===== src/rtl/fb_gate_gain.sv =====
// ---------------------------------------------------------------------------
// fb_gate_gain
//   Gated, scaled and saturated feedback sample path. A rising edge on trig
//   arms one gate window: after start_dly cycles the window opens for
//   win_len cycles. Samples taken inside the window are multiplied by a
//   Q2.5 gain, scaled back by 2^5, saturated to 13 bits and presented on
//   dout with dout_valid two cycles later. Outside the window dout is zero.
//
//   Configuration macro: FB_ROUND_EN
//     defined   -> round half up (add 16 before the >>>5)
//     undefined -> floor (plain arithmetic shift)
//
// Ports
//   clk        in   1       rising-edge clock
//   rst        in   1       synchronous active-high reset
//   trig       in   1       rising edge arms one gate window
//   din        in   13 s    delayed sample from upstream shift register
//   gain       in   7  s    Q2.5 gain, 32 = unity
//   start_dly  in   8       cycles from trig edge to window open
//   win_len    in   8       window length in cycles
//   dout       out  13 s    gated, scaled, saturated sample
//   dout_valid out  1       dout carries an in-window sample
//   busy       out  1       gate FSM not idle
// ---------------------------------------------------------------------------
module fb_gate_gain (
  input  logic               clk,
  input  logic               rst,
  input  logic               trig,
  input  logic signed [12:0] din,
  input  logic signed [6:0]  gain,
  input  logic [7:0]         start_dly,
  input  logic [7:0]         win_len,
  output logic signed [12:0] dout,
  output logic               dout_valid,
  output logic               busy
);

  typedef enum logic [1:0] {
    S_IDLE   = 2'd0,
    S_DELAY  = 2'd1,
    S_ACTIVE = 2'd2
  } state_t;

`ifdef FB_ROUND_EN
  localparam logic signed [20:0] RND_BIAS = 21'sd16;
`else
  localparam logic signed [20:0] RND_BIAS = 21'sd0;
`endif

  localparam logic signed [20:0] SAT_MAX = 21'sd4095;
  localparam logic signed [20:0] SAT_MIN = -21'sd4096;

  state_t             r_state;
  state_t             w_state_nxt;
  logic [7:0]         r_cnt;
  logic [7:0]         w_cnt_nxt;
  logic               w_load_cfg;

  logic               r_trig_q;
  logic               r_low_ok;   // a registered low has been seen since reset
  logic               w_edge;

  logic [7:0]         r_win_len;
  logic signed [6:0]  r_gain;

  logic signed [19:0] w_prod;
  logic signed [19:0] r_prod;
  logic               r_v1;
  logic signed [20:0] w_sum;
  logic signed [20:0] w_shift;
  logic signed [12:0] w_sat;

  // A level held high through reset release must not look like an edge, so
  // the edge also requires that trig has been observed low at least once.
  assign w_edge = trig & ~r_trig_q & r_low_ok;
  assign busy   = (r_state != S_IDLE);

  // -------------------------------------------------------------------------
  // Gate FSM: next state / counter
  // -------------------------------------------------------------------------
  always_comb begin
    // NOTE: every output of this block is given a default first so that no
    // path leaves a variable unassigned, which would infer a latch.
    w_state_nxt = r_state;
    w_cnt_nxt   = r_cnt;
    w_load_cfg  = 1'b0;

    case (r_state)
      S_IDLE: begin
        if (w_edge) begin
          w_load_cfg = 1'b1;
          if (start_dly != 8'd0) begin
            w_state_nxt = S_DELAY;
            w_cnt_nxt   = start_dly;
          end else if (win_len != 8'd0) begin
            w_state_nxt = S_ACTIVE;
            w_cnt_nxt   = win_len;
          end else begin
            // Zero delay and zero length still spends one busy cycle.
            w_state_nxt = S_DELAY;
            w_cnt_nxt   = 8'd1;
          end
        end
      end

      S_DELAY: begin
        if (r_cnt == 8'd1) begin
          if (r_win_len != 8'd0) begin
            w_state_nxt = S_ACTIVE;
            w_cnt_nxt   = r_win_len;
          end else begin
            w_state_nxt = S_IDLE;
            w_cnt_nxt   = 8'd0;
          end
        end else begin
          w_cnt_nxt = r_cnt - 8'd1;
        end
      end

      S_ACTIVE: begin
        if (r_cnt == 8'd1) begin
          w_state_nxt = S_IDLE;
          w_cnt_nxt   = 8'd0;
        end else begin
          w_cnt_nxt = r_cnt - 8'd1;
        end
      end

      default: begin
        w_state_nxt = S_IDLE;
        w_cnt_nxt   = 8'd0;
      end
    endcase
  end

  // -------------------------------------------------------------------------
  // Datapath arithmetic
  // -------------------------------------------------------------------------
  assign w_prod  = din * r_gain;
  assign w_sum   = {r_prod[19], r_prod} + RND_BIAS;
  assign w_shift = w_sum >>> 5;

  always_comb begin
    if (w_shift > SAT_MAX) begin
      w_sat = 13'sd4095;
    end else if (w_shift < SAT_MIN) begin
      w_sat = -13'sd4096;
    end else begin
      w_sat = w_shift[12:0];
    end
  end

  // -------------------------------------------------------------------------
  // Registers
  // -------------------------------------------------------------------------
  always_ff @(posedge clk) begin
    // NOTE: sequential state uses non-blocking assignments so every register
    // samples the pre-edge values, independent of statement order.
    if (rst) begin
      // NOTE: the pipeline registers are reset too, otherwise a sample in
      // flight when reset hits could still be emitted afterwards.
      r_state    <= S_IDLE;
      r_cnt      <= 8'd0;
      r_trig_q   <= 1'b0;
      r_low_ok   <= ~trig;
      r_win_len  <= 8'd0;
      r_gain     <= 7'sd0;
      r_prod     <= 20'sd0;
      r_v1       <= 1'b0;
      dout       <= 13'sd0;
      dout_valid <= 1'b0;
    end else begin
      r_state  <= w_state_nxt;
      r_cnt    <= w_cnt_nxt;
      r_trig_q <= trig;
      r_low_ok <= r_low_ok | ~trig;

      if (w_load_cfg) begin
        r_win_len <= win_len;
        r_gain    <= gain;
      end

      // Stage 1: product plus the gate bit that travels with it.
      r_prod <= w_prod;
      r_v1   <= (r_state == S_ACTIVE);

      // Stage 2: scaled, saturated and gated output.
      dout       <= r_v1 ? w_sat : 13'sd0;
      dout_valid <= r_v1;
    end
  end

endmodule


===== config.mk =====
export PLATFORM = sky130hd
export DESIGN_NAME = fb_gate_gain
export DESIGN_NICKNAME = d
export VERILOG_FILES = /design/src/rtl/fb_gate_gain.sv
export SDC_FILE = /design/constraint.sdc
export NUM_CORES = 1
export LEC_CHECK = 0
export CAP_MARGIN = 20
export CORE_AREA = 10 10 124 98
export DETAILED_ROUTE_END_ITERATION = 12
export DIE_AREA = 0 0 134 108
export PLACE_DENSITY = 0.86
export RECOVER_POWER = 100
export SLEW_MARGIN = 20
export SYNTH_ARGS = -nofsm -noshare
export SYNTH_HDL_FRONTEND = slang
export SYNTH_SLANG_ARGS = --single-unit

===== constraint.sdc =====
create_clock -name clk -period 14.5 [get_ports clk]
set_clock_uncertainty 0.15 [all_clocks]
set_input_delay 2.175 -clock clk [delete_from_list [all_inputs] [get_ports clk]]
set_output_delay 2.175 -clock clk [all_outputs]
set_load 0.02 [all_outputs]

=== Word-level counts from Yosys, hierarchy flattened ===
Index checks and enable logic that the tools add are counted.

* Multiply operators: 1
* Equal/unequal tests: 6
* Order comparisons: 2
* Muxes and demuxes: 19
* Bitwise operators: 6
* Add/sub/neg operators: 1
* Reductions and logical operators: 8

{| class="wikitable"
|+ Operators by type and width
! kind !! number
|-
| 8-bit 2-to-1 mux || 6
|-
| 8-bit one-hot mux with 3 select lines || 1
|-
| 8-bit nonzero test || 3
|-
| 13-bit by 7-bit multiplier with 20-bit output || 1
|-
| 15-bit by 13-bit greater-than comparator with 1-bit output (second input constant) || 1
|-
| 15-bit by 13-bit < comparator with 1-bit output (second input constant) || 1
|-
| 13-bit 2-to-1 mux || 1
|-
| 12-bit 2-to-1 mux || 1
|-
| 2-bit 2-to-1 mux || 6
|-
| 8-bit by 1-bit equality test with 1-bit output (second input constant) || 1
|-
| 8-bit by 1-bit subtractor with 8-bit output (second input constant) || 1
|-
| 2-bit != test (second input constant) || 3
|-
| 2-bit one-hot mux with 3 select lines || 1
|-
| 1-bit 2-to-1 mux || 3
|-
| 1-bit NOT || 3
|-
| 3-bit AND reduction || 1
|-
| 3-bit OR reduction || 1
|-
| 1-bit bitwise AND || 2
|-
| 2-bit by 1-bit equality test with 1-bit output (second input constant) || 1
|-
| 2-bit equality test (second input constant) || 1
|-
| 2-bit logical NOT || 1
|-
| 2-bit nonzero test || 1
|-
| 2-bit OR reduction || 1
|-
| 1-bit bitwise OR || 1
|}

* Bits in registers: 62
* Input port bits: 39
* Output and inout port bits: 15
* Logic and storage cells: 54

=== Logic depth before layout (Yosys ltp) ===
Gate-level depths: netlist of run 1.

* Depth after elaboration: 5
* Depth in mapped cells: 17
* Mapped depth without buffers: 16

=== Worst setup path after synthesis of run 1 ===
Ideal clock, no wire load.

* Path type: input to register
* Start: input port din[4]
* End: register r_prod[12]
* Required time: 14.229 ns
* Cell stages on the path: 13
* Arrival time: 6.013 ns
* Path buffers: 0
* Setup time: 0.121 ns
* Slack: 8.216 ns
* Path through: and2_1 -> fa_1 -> fa_1 -> fa_1 -> inv_1 -> fa_1 -> inv_1 -> ha_1 -> a21oi_1 -> inv_1 -> o311a_2 -> a21boi_0 -> mux2_2

* Word-level cells in the longest chain between the ends: 1

{| class="wikitable"
|+ RTL lines
! item !! RTL line !! source
|-
| start: declaration || 29 || <nowiki>input logic signed [12:0] din,</nowiki>
|-
| 13-bit by 7-bit multiplier with 20-bit output || 139 || <nowiki>assign w_prod = din * r_gain;</nowiki>
|-
| end signal: assignment || 184 || <nowiki>r_prod <= w_prod;</nowiki>
|-
| end: declaration || 67 || <nowiki>logic signed [19:0] r_prod;</nowiki>
|}

No other way between the ends.
A chain may end at the register's enable or synchronous reset.

=== Worst setup path after layout of run 1 ===
* Start: input port din[2]
* End: register r_prod[14]

Same word-level chain as after synthesis.

==> metrics.txt, run 1 <==
Clock Tree Buf Depth=2; cts hold-fix bufs=0; asr flop ratio synth=0; WL final=13100 um; Slowest cell on crit path=dlygate4sd3_1; number of max-slew violations in the final report=48; Synth top area share=0.241; mapped cell area=0.00565 sq mm; fill cell count=817; Sw Ratio=0.315; initial antenna violation count=0; Clock Sinks=57; total die area=0.0145 sq mm; Placer Congestion=0.933; clock power share=0.392; Syn Area/Cell=8.65 sq um; CTS tree=yes; post-synthesis cell type count=57; Internal=395 uW; ratio of cells with drive above 1 in the final layout=0.0370; number of synthesized flops with an enable pin=0; Avg Vias per Cell=5.59; syn_nets=799; Fin. Hold Viols=0; Leakage=3.11 nW; Overflow after GRT=0; CTS Buf Count=9; # diodes=0; RSZ-0062 raised after global routing=false; setup tns final=0 ps; hpwl dp=10700 um; period utilization=0.479; Seq pwr share=0.318; vias in the first global route=5028; clk slew on worst S/H paths=50 ps; area leader, netlist=fa_1; Primary FF master, synth=dfxtp_1; Worst Path Arrival=7000 ps; area of the multi-input gates=0.00405 sq mm; Min-Delay Path Class=reg -> reg; post-synthesis sequential area ratio=0.202; port bufs=53; CP Launch Type=input port; Bufs and invs on worst path=4; P_sw=182 uW; Crit path required time=14560 ps; Initial Utilization=0.571; number of max-cap violations=1; PD cells=87.7 mW/mm^2; Die H=108 um; Post-layout nets=844; Pre-antenna DRT Iters=5; Slew HR=-0.280; Logic pwr share=0.290; largest net degree at the start of global routing=48; #FFs+latches synth=57; storage element area=0.00114 sq mm; post-cts sizing count=0; cells after synthesis=653; maximum VDD drop=0.0000674 V; worst-path fanout max=7; Worst Max-Slew Pin Slew=1920 ps; top post-synthesis cells by count=96 x inv_1, 68 x fa_1, 67 x and2_1; first-pass GRT wire length=23200 um; crit path kind=in -> reg; clock latency at the later pin of the worst-skew pair=320 ps; Final min period=6940 ps; final setup vio count=0; core box area=0.00989 sq mm; post-route ant nets=0; most instantiated library cell after synthesis=inv_1; Synth-to-Final Area Change=16.6%; YS warnings=0; failing checks=max-capacitance violations, max-slew violations; total number of vias=4686; IO Pins=54; DRC=0; CP Cell Sequence=dlygate4sd3_1, nand2_1, fa_1, inv_1, ha_1, inv_1, fa_1, fa_1, inv_1, ha_1, a21oi_1, o21ai_0, o311a_2, a21boi_0, mux2_2; initial DRC count=321; Rows=32; Worst path max stage delay=670 ps; # Post-CTS Setup Buffers=0; wire length per cell=15.7 um; placed cell count=823; Top delay family on crit path=adder cells; GR Util All Layers=0.194; clk root buf=clkbuf_16; H-Tree Depth=3; die span in x=134 um; fin cells=839; FMAX=0.144 GHz; type of destination of the critical path=flip-flop; Synth area leaders=fa_1 24%, dfxtp_1 20%, ha_1 8.6%; status=complete, but fails checks
==> per-stage QoR <==
stage | hold slack [ps] | utilization | total power, mW | setup WS [ps] | area [sq um]
2_1_floorplan | 268 | - | 0.305 | 8220 | 5650
3_3_place_gp | 280 | 0.635 | 0.348 | 7540 | 6280
3_5_place_dp | 274 | 0.635 | 0.353 | 7430 | 6280
4_1_cts | 296 | 0.667 | 0.579 | 7750 | 6600
5_1_grt | 308 | 0.666 | 0.613 | 7350 | 6580
6_report | 297 | 0.666 | 0.577 | 7560 | 6580
==> cells in the final DEF (no fill, tap or decap), drive strengths merged, types with 4 or more instances in the layout <==
master,Yosys,routed
dfxtp,57,57
a31oi,5,5
or3,4,4
dlygate4sd3,0,18
fa,68,68
a21o,7,7
inv,96,96
nand2b,5,5
nor2b,11,11
nor3,11,11
a21oi,34,34
ha,39,39
clkdlybuf4s50,0,35
o21a,16,16
mux2,5,5
and2,67,67
nand2,61,61
nand3,6,6
clkbuf,16,13
nor2,41,41
xor2,5,5
a21boi,6,6
xnor2,11,11
nor4,8,8
o21ai,25,25
and3,4,4
mux2i,4,4
==> per-layer routing <==
layer	up-vias	share of wire	global-route usage
li1	2217	-	-
met5	-	0	0
met4	0	0.015	0.0651
met2	183	0.48	0.327
met3	20	0.065	0.0468
met1	2266	0.45	0.240
==> state kept, by name, indices dropped and copies added, names as in the netlist <==
| register | flops |
|---|---|
| dout | 13 |
| dout_valid | 1 |
| r_cnt | 8 |
| r_gain | 7 |
| r_low_ok | 1 |
| r_prod | 15 |
| r_state | 2 |
| r_trig_q | 1 |
| r_v1 | 1 |
| r_win_len | 8 |
==> power by group through the flow <==
stage	logic (mW)	registers, mW	clock network, mW
2_1_floorplan	0.126	0.180	0
3_3_place_gp	0.162	0.186	0
3_5_place_dp	0.167	0.186	0
4_1_cts	0.168	0.183	0.227
5_1_grt	0.192	0.185	0.236
6_report	0.168	0.183	0.226
==> area by class of cell <==
type                            count  area share
Multi-Input combinational cell    479       0.615
Clock inverter                      5      0.0120
Timing Repair Buffer               55      0.0817
Sequential cell                    57       0.173
Inverter                           96      0.0547
Tap cell                          136      0.0259
Clock buffer                       11      0.0369
==> cells by family (layout without fill, tap and decap cells) <==
family | count (synthesis) | after routing | synth area share
AND/OR/NAND/NOR | 227 | 227 | 0.212
AO/OA/AOI/OAI | 120 | 120 | 0.138
buffers and inverters | 117 | 167 | 0.0789
adder cells (fa/ha/maj) | 107 | 107 | 0.328
flip-flops | 57 | 57 | 0.202
XOR/XNOR | 16 | 16 | 0.0248
multiplexers | 9 | 9 | 0.0171
==> final timing paths <==
path	from	end	slack, ps	cells past startpoint
hold reg to reg	r_prod[13]$_SDFF_PP0_	dout[8]$_SDFF_PP0_	300	1
setup reg to reg	r_gain[6]$_SDFFE_PP0P_	r_prod[14]$_SDFF_PP0_	9250	14
hold / removal	r_prod[13]$_SDFF_PP0_	dout[8]$_SDFF_PP0_	300	1
setup / recovery	din[2]	r_prod[14]$_SDFF_PP0_	7560	15
No activity file was read; power rests on OpenSTA's default activity.
==> inputs of run 2 (changes only) <==
--- a/config.mk
+++ b/config.mk
@@ -6,10 +6,10 @@
 export NUM_CORES = 1
 export LEC_CHECK = 0
 export CAP_MARGIN = 20
-export CORE_AREA = 10 10 124 98
+export CORE_AREA = 10 10 131 103
 export DETAILED_ROUTE_END_ITERATION = 12
-export DIE_AREA = 0 0 134 108
-export PLACE_DENSITY = 0.86
+export DIE_AREA = 0 0 141 113
+export PLACE_DENSITY = 0.81
 export RECOVER_POWER = 100
 export SLEW_MARGIN = 20
 export SYNTH_ARGS = -nofsm -noshare
==> constraint.sdc (replaced) <==
create_clock -name clk -period 5.85 [get_ports clk]
set_clock_uncertainty 0.15 [all_clocks]
set_input_delay 0.8775 -clock clk [delete_from_list [all_inputs] [get_ports clk]]
set_output_delay 0.8775 -clock clk [all_outputs]
set_load 0.02 [all_outputs]
==> run 2 against run 1 <==
  * The run still ends with max-capacitance violations, max-slew violations left
  * Core utilization down 5.5 points
  * Register-to-register slack worse by 8500 ps
  * Non-clock buffer count up 4
  * Cell count rose by 0.95%
  * Total power grew 150%
==> metrics.txt, run 2 (same netlist as run 1, synthesis figures left out) <==
# diodes=0 (unchanged); Synth-to-Final Area Change=17.1%; crit path kind=in -> reg; vias in the first global route=4868 (-3.2%); RSZ-0062 raised after global routing=false; GR Util All Layers=0.180 (-0.0137); worst hold path depth=1 (unchanged); Worst path max stage delay=670 ps (about the same); initial antenna violation count=0 (unchanged); clock latency at the later pin of the worst-skew pair=330 ps (about the same); CTS tree=yes; type of destination of the critical path=flip-flop; Rows=33 (+3.1%); WL final=13900 um (+5.9%); Min-Delay Path Class=reg -> reg; FMAX=0.182 GHz; area of the multi-input gates=0.00406 sq mm (about the same); Fin. Hold Viols=0 (unchanged); Clock Sinks=57 (unchanged); total number of vias=4654 (-0.68%); commonest cells after routing, fill and taps aside=96 x inv_1, 68 x fa_1, 66 x and2_1; first-pass GRT wire length=23800 um (+2.4%); Worst Path Arrival=5570 ps (-1430 ps); H-Tree Depth=3 (unchanged); setup tns final=0 ps (unchanged); PD cells=216 mW/mm^2 (+150%); Die H=113 um (+4.6%); CTS Buf Count=9 (unchanged); Clock Tree Buf Depth=2 (unchanged); final setup vio count=0 (unchanged); Worst Max-Slew Pin Slew=1810 ps (-112 ps); cts hold-fix bufs=0 (unchanged); core box area=0.0108 sq mm (+9.4%); critical path depth=15 (unchanged); Final min period=5500 ps; biggest regs=r_prod: 15 flops, dout: 13 flops; Avg Vias per Cell=5.49 (-1.6%); initial DRC count=271 (-16%); most flop-heavy register=r_prod; Worst Reg2Reg Path Length in Cells=15 (+1); post-route ant nets=0 (unchanged); Slowest cell on crit path=dlygate4sd3_1; clk slew on worst S/H paths=50 ps (about the same); status=complete, but fails checks; IO Pins=54 (unchanged); die span in x=141 um (+5.2%); DRC=0 (unchanged); Largest register FFs=15 (unchanged); most common cell after layout, fill and taps aside=inv_1; period utilization=0.940; Bufs and invs on worst path=4 (unchanged); CP Cell Sequence=dlygate4sd3_1, nand2_1, fa_1, inv_1, ha_1, inv_1, fa_1, fa_1, inv_1, ha_1, a21oi_1, o21ai_0, o311a_2, a21boi_0, mux2_2; Placer Congestion=0.953 (+2.1%); wire length per cell=16.4 um (+4.9%); post-cts sizing count=0 (unchanged); Top delay family on crit path=adder cells; # Post-CTS Setup Buffers=0 (unchanged); port bufs=53 (unchanged); number of max-slew violations in the final report=45 (-6.3%); Pre-antenna DRT Iters=7 (+2); CP Launch Type=input port; total power=1.43 mW (+150%); Crit path required time=5920 ps (-8640 ps); fill cell count=918 (+12%); largest net degree at the start of global routing=45 (-6.3%); failing checks=max-capacitance violations, max-slew violations; worst-path fanout max=7 (unchanged); total die area=0.0159 sq mm (+10%); maximum VDD drop=0.000164 V (+140%); Overflow after GRT=0 (unchanged); Leakage=3.11 nW (+0.13%); Initial Utilization=0.522 (-0.0490); ratio of cells with drive above 1 in the final layout=0.0424 (+0.00545); clk root buf=clkbuf_16; number of max-cap violations=1 (unchanged); storage element area=0.00114 sq mm (unchanged); hpwl dp=11400 um (+7.1%); Slew HR=-0.206 (+0.0748); Post-layout nets=848 (+0.47%)
## run 2: metal layers
metal | track usage | up-vias | share of wire
met5 | 0 | - | 0
met4 | 0.0570 | 0 | 0.016
met3 | 0.0359 | 23 | 0.069
met2 | 0.296 | 171 | 0.47
met1 | 0.233 | 2240 | 0.44
li1 | - | 2220 | -
## run 2: path summary, 6_finish.rpt
path	slack (ps)	startpoint	endpoint
worst max-delay path	350	din[2]	r_prod[12]$_SDFF_PP0_
worst min-delay path	290	r_prod[5]$_SDFF_PP0_	dout[0]$_SDFF_PP0_
worst max register to register	710	r_gain[6]$_SDFFE_PP0P_	r_prod[12]$_SDFF_PP0_
worst min register to register	290	r_prod[5]$_SDFF_PP0_	dout[0]$_SDFF_PP0_
## run 2: cell type report
cell class                 count  area share
clock buffer                  11      0.0352
tap                          140      0.0265
clock inverter                 5      0.0121
multi-input combinational    479       0.614
inverter                      96      0.0545
timing repair buffer          59      0.0854
sequential                    57       0.173
## run 2: metrics by stage
stage	hold WS, ps	std cells	setup slack, ps	area (sq um)	utilization
after floorplan	268	653	864	5650	-
after global placement	286	831	224	6310	0.583
after detailed placement	279	831	77.6	6310	0.583
after CTS	292	847	417	6620	0.612
after global routing	313	847	108	6610	0.611
final	291	847	349	6610	0.611
## run 2: report_power, final
group / leakage, nW / total [mW] / switching [mW] / internal (mW)
Clock: 0.146 / 0.549 / 0.178 / 0.371
Combinational: 2.50 / 0.421 / 0.243 / 0.178
Sequential: 0.465 / 0.455 / 0.0340 / 0.421
==> inputs of run 3 (changes only) <==
--- a/config.mk
+++ b/config.mk
@@ -5,11 +5,12 @@
 export SDC_FILE = /design/constraint.sdc
 export NUM_CORES = 1
 export LEC_CHECK = 0
-export CAP_MARGIN = 20
+export ABC_AREA = 1
 export CORE_AREA = 10 10 131 103
+export CTS_BUF_LIST = sky130_fd_sc_hd__clkbuf_4 sky130_fd_sc_hd__clkbuf_8 sky130_fd_sc_hd__clkbuf_16
 export DETAILED_ROUTE_END_ITERATION = 12
 export DIE_AREA = 0 0 141 113
-export PLACE_DENSITY = 0.81
+export PLACE_DENSITY = 0.83
 export RECOVER_POWER = 100
 export SLEW_MARGIN = 20
 export SYNTH_ARGS = -nofsm -noshare
==> run 3 against run 2 <==
  * The run now ends clean
  * Sequential share of layout area is 0.32 points lower
  * Sequential cell count stayed put
  * Count of clock-buffer cells in the layout is 1 higher
  * Combinational power is 76% higher
  * Register-to-register slack better by 330 ps
  * First-iteration DRC count is 52% higher
  * Sequential power is 6.8% higher
  * Hold slack worse by 5.8 ps
  * Via count is 7.8% higher
  * Synthesized cell count is 24% higher
==> metrics.txt, run 3 <==
first-pass GRT wire length=23100 um (-2.9%); die span in x=141 um (unchanged); Worst Path Arrival=5370 ps (-200 ps); vias in the first global route=5096 (+4.7%); post-cts sizing count=0 (unchanged); Slowest cell on crit path=dlygate4sd3_1; maximum VDD drop=0.000158 V (-3.7%); # diodes=0 (unchanged); top post-synthesis cells by count=204 x inv_1, 174 x nand2_1, 83 x nor2_1; Synth-to-Final Area Change=16.3%; #FFs+latches synth=57 (unchanged); Die H=113 um (unchanged); clock latency at the later pin of the worst-skew pair=320 ps (about the same); Avg Vias per Cell=5.00 (-8.9%); ratio of cells with drive above 1 in the final layout=0.0429 (+0.000441); Pre-antenna DRT Iters=5 (-2); Worst path max stage delay=640 ps (-30 ps); most flop-heavy register=r_prod; CTS tree=yes; cells after synthesis=809 (+24%); Final min period=5310 ps (-189 ps); Overflow after GRT=0 (unchanged); clk slew on worst S/H paths=50 ps (about the same); Min Hold Slack=286 ps (-5.75 ps); Primary FF master, synth=dfxtp_1; initial antenna violation count=0 (unchanged); port bufs=53 (unchanged); total die area=0.0159 sq mm (unchanged); number of max-slew violations in the final report=0 (-100%); CP dominant cell by count=nand2_1; Slew HR=0.399 (+0.605); largest net degree at the start of global routing=31 (-31%); Clock Tree Buf Depth=2 (unchanged); CP Cell Sequence=dlygate4sd3_1, or2_2, fa_1, fa_1, inv_1, fa_1, inv_1, fa_1, inv_1, ha_1, nand2_1, a21oi_1, nor2_1, nand2_4, nand2_1, nand2_1, nand2_1, nand3_2, nand2_1, nor2_1; Crit path required time=5910 ps (about the same); type of destination of the critical path=flip-flop; Post-layout nets=1004 (+18%); most instantiated library cell after synthesis=inv_1; mapped cell area=0.00579 sq mm (+2.5%); WL final=13100 um (-5.9%); RSZ-0062 raised after global routing=false; Min-Delay Path Class=reg -> reg; total power=1.81 mW (+27%); CTS Buf Count=9 (unchanged); wire length per cell=13.1 um (-21%); status=complete, no violations; H-Tree Depth=3 (unchanged); clk root buf=clkbuf_16; number of max-cap violations=0 (-1); Synth area leaders=fa_1 24%, dfxtp_1 20%, inv_1 13%; core box area=0.0108 sq mm (unchanged); Placer Congestion=0.926 (-2.8%); Rows=33 (unchanged); YS warnings=0 (unchanged); total number of vias=5018 (+7.8%); final setup vio count=0 (unchanged); Syn Area/Cell=7.16 sq um (-17%); GR Util All Layers=0.170 (-0.0100); syn_nets=955 (+20%); biggest regs=r_prod: 15 flops, dout: 13 flops; Fin. Hold Viols=0 (unchanged); number of synthesized flops with an enable pin=0 (unchanged); FMAX=0.188 GHz (+3.6%); Clock Sinks=57 (unchanged); most common cell after layout, fill and taps aside=inv_1; IO Pins=54 (unchanged); post-synthesis sequential area ratio=0.197 (-0.00502); CP Launch Type=input port; PD cells=268 mW/mm^2 (+24%); initial DRC count=413 (+52%); commonest cells after routing, fill and taps aside=205 x inv_1, 180 x nand2_1, 84 x nor2_1; worst-path fanout max=7 (unchanged); Initial Utilization=0.535 (+0.0133); hpwl dp=10600 um (-7.6%); Leakage=3.80 nW (+22%); setup tns final=0 ps (unchanged); Final Util=0.623 (+0.0117); Largest register FFs=15 (unchanged); Worst Max-Slew Pin Slew=901 ps (-907 ps); period utilization=0.908 (-0.0324); crit path kind=in -> reg; area leader, netlist=fa_1; asr flop ratio synth=0 (unchanged); Synth top area share=0.235 (-0.00599); cts hold-fix bufs=0 (unchanged); post-synthesis cell type count=36 (-37%); DRC=0 (unchanged); post-route ant nets=0 (unchanged); # Post-CTS Setup Buffers=0 (unchanged)
-- run 3: layer usage --
layer,vias up,global-route usage,wire length (um)
met5,-,0,0
met4,0,0.0247,110
met3,20,0.0426,897
met2,165,0.287,6160
met1,2331,0.220,5930
li1,2502,-,-
-- run 3: area by class of cell --
type / count / area (sq um)
fillers: 930 / 4080
multi-input cells: 531 / 3770
flip-flops and latches: 57 / 1140
clock inverters: 4 / 73.8
inverters: 206 / 773
clock buffers: 12 / 267
well taps: 140 / 175
repair buffers: 53 / 531
-- run 3: worst max-delay path, delay by kind of cell --
kind	cells	cell delay (ps)
AND/OR/NAND/NOR	10	1190
buffers and inverters	4	780
AO/OA/AOI/OAI	1	70
adder cells (fa/ha/maj)	5	2450
-- run 3: where the power goes --
| part | total (mW) | switching (mW) | internal (mW) |
|---|---|---|---|
| Sequential | 0.486 | 0.0418 | 0.444 |
| Clock | 0.576 | 0.169 | 0.407 |
| Combinational | 0.743 | 0.466 | 0.277 |
-- run 3: logic make-up (layout without fill, tap and decap cells) --
group	Yosys count	in the layout	synth area share
AO/OA/AOI/OAI	96	96	0.0880
flip-flops	57	57	0.197
XOR/XNOR	9	9	0.0136
adder cells (fa/ha/maj)	107	107	0.319
buffers and inverters	221	275	0.145
AND/OR/NAND/NOR	319	319	0.237
-- run 3: worst paths after layout --
| kind | startpoint | end | slack [ps] | cells after the start |
|---|---|---|---|---|
| setup / recovery | din[0] | r_prod[19]$_SDFF_PP0_ | 540 | 20 |
| setup reg to reg | r_gain[1]$_SDFFE_PP0P_ | r_prod[16]$_SDFF_PP0_ | 1040 | 14 |
| hold / removal | r_prod[8]$_SDFF_PP0_ | dout[3]$_SDFF_PP0_ | 290 | 2 |
| hold reg to reg | r_prod[8]$_SDFF_PP0_ | dout[3]$_SDFF_PP0_ | 290 | 2 |
-- run 3: stage by stage --
stage	instance area, sq um	worst slack, ps	instances
after floorplan	5790	1130	809
after global placement	6430	437	987
after detailed placement	6430	335	987
after CTS	6770	669	1003
after global routing	6740	237	1003
final	6740	538	1003
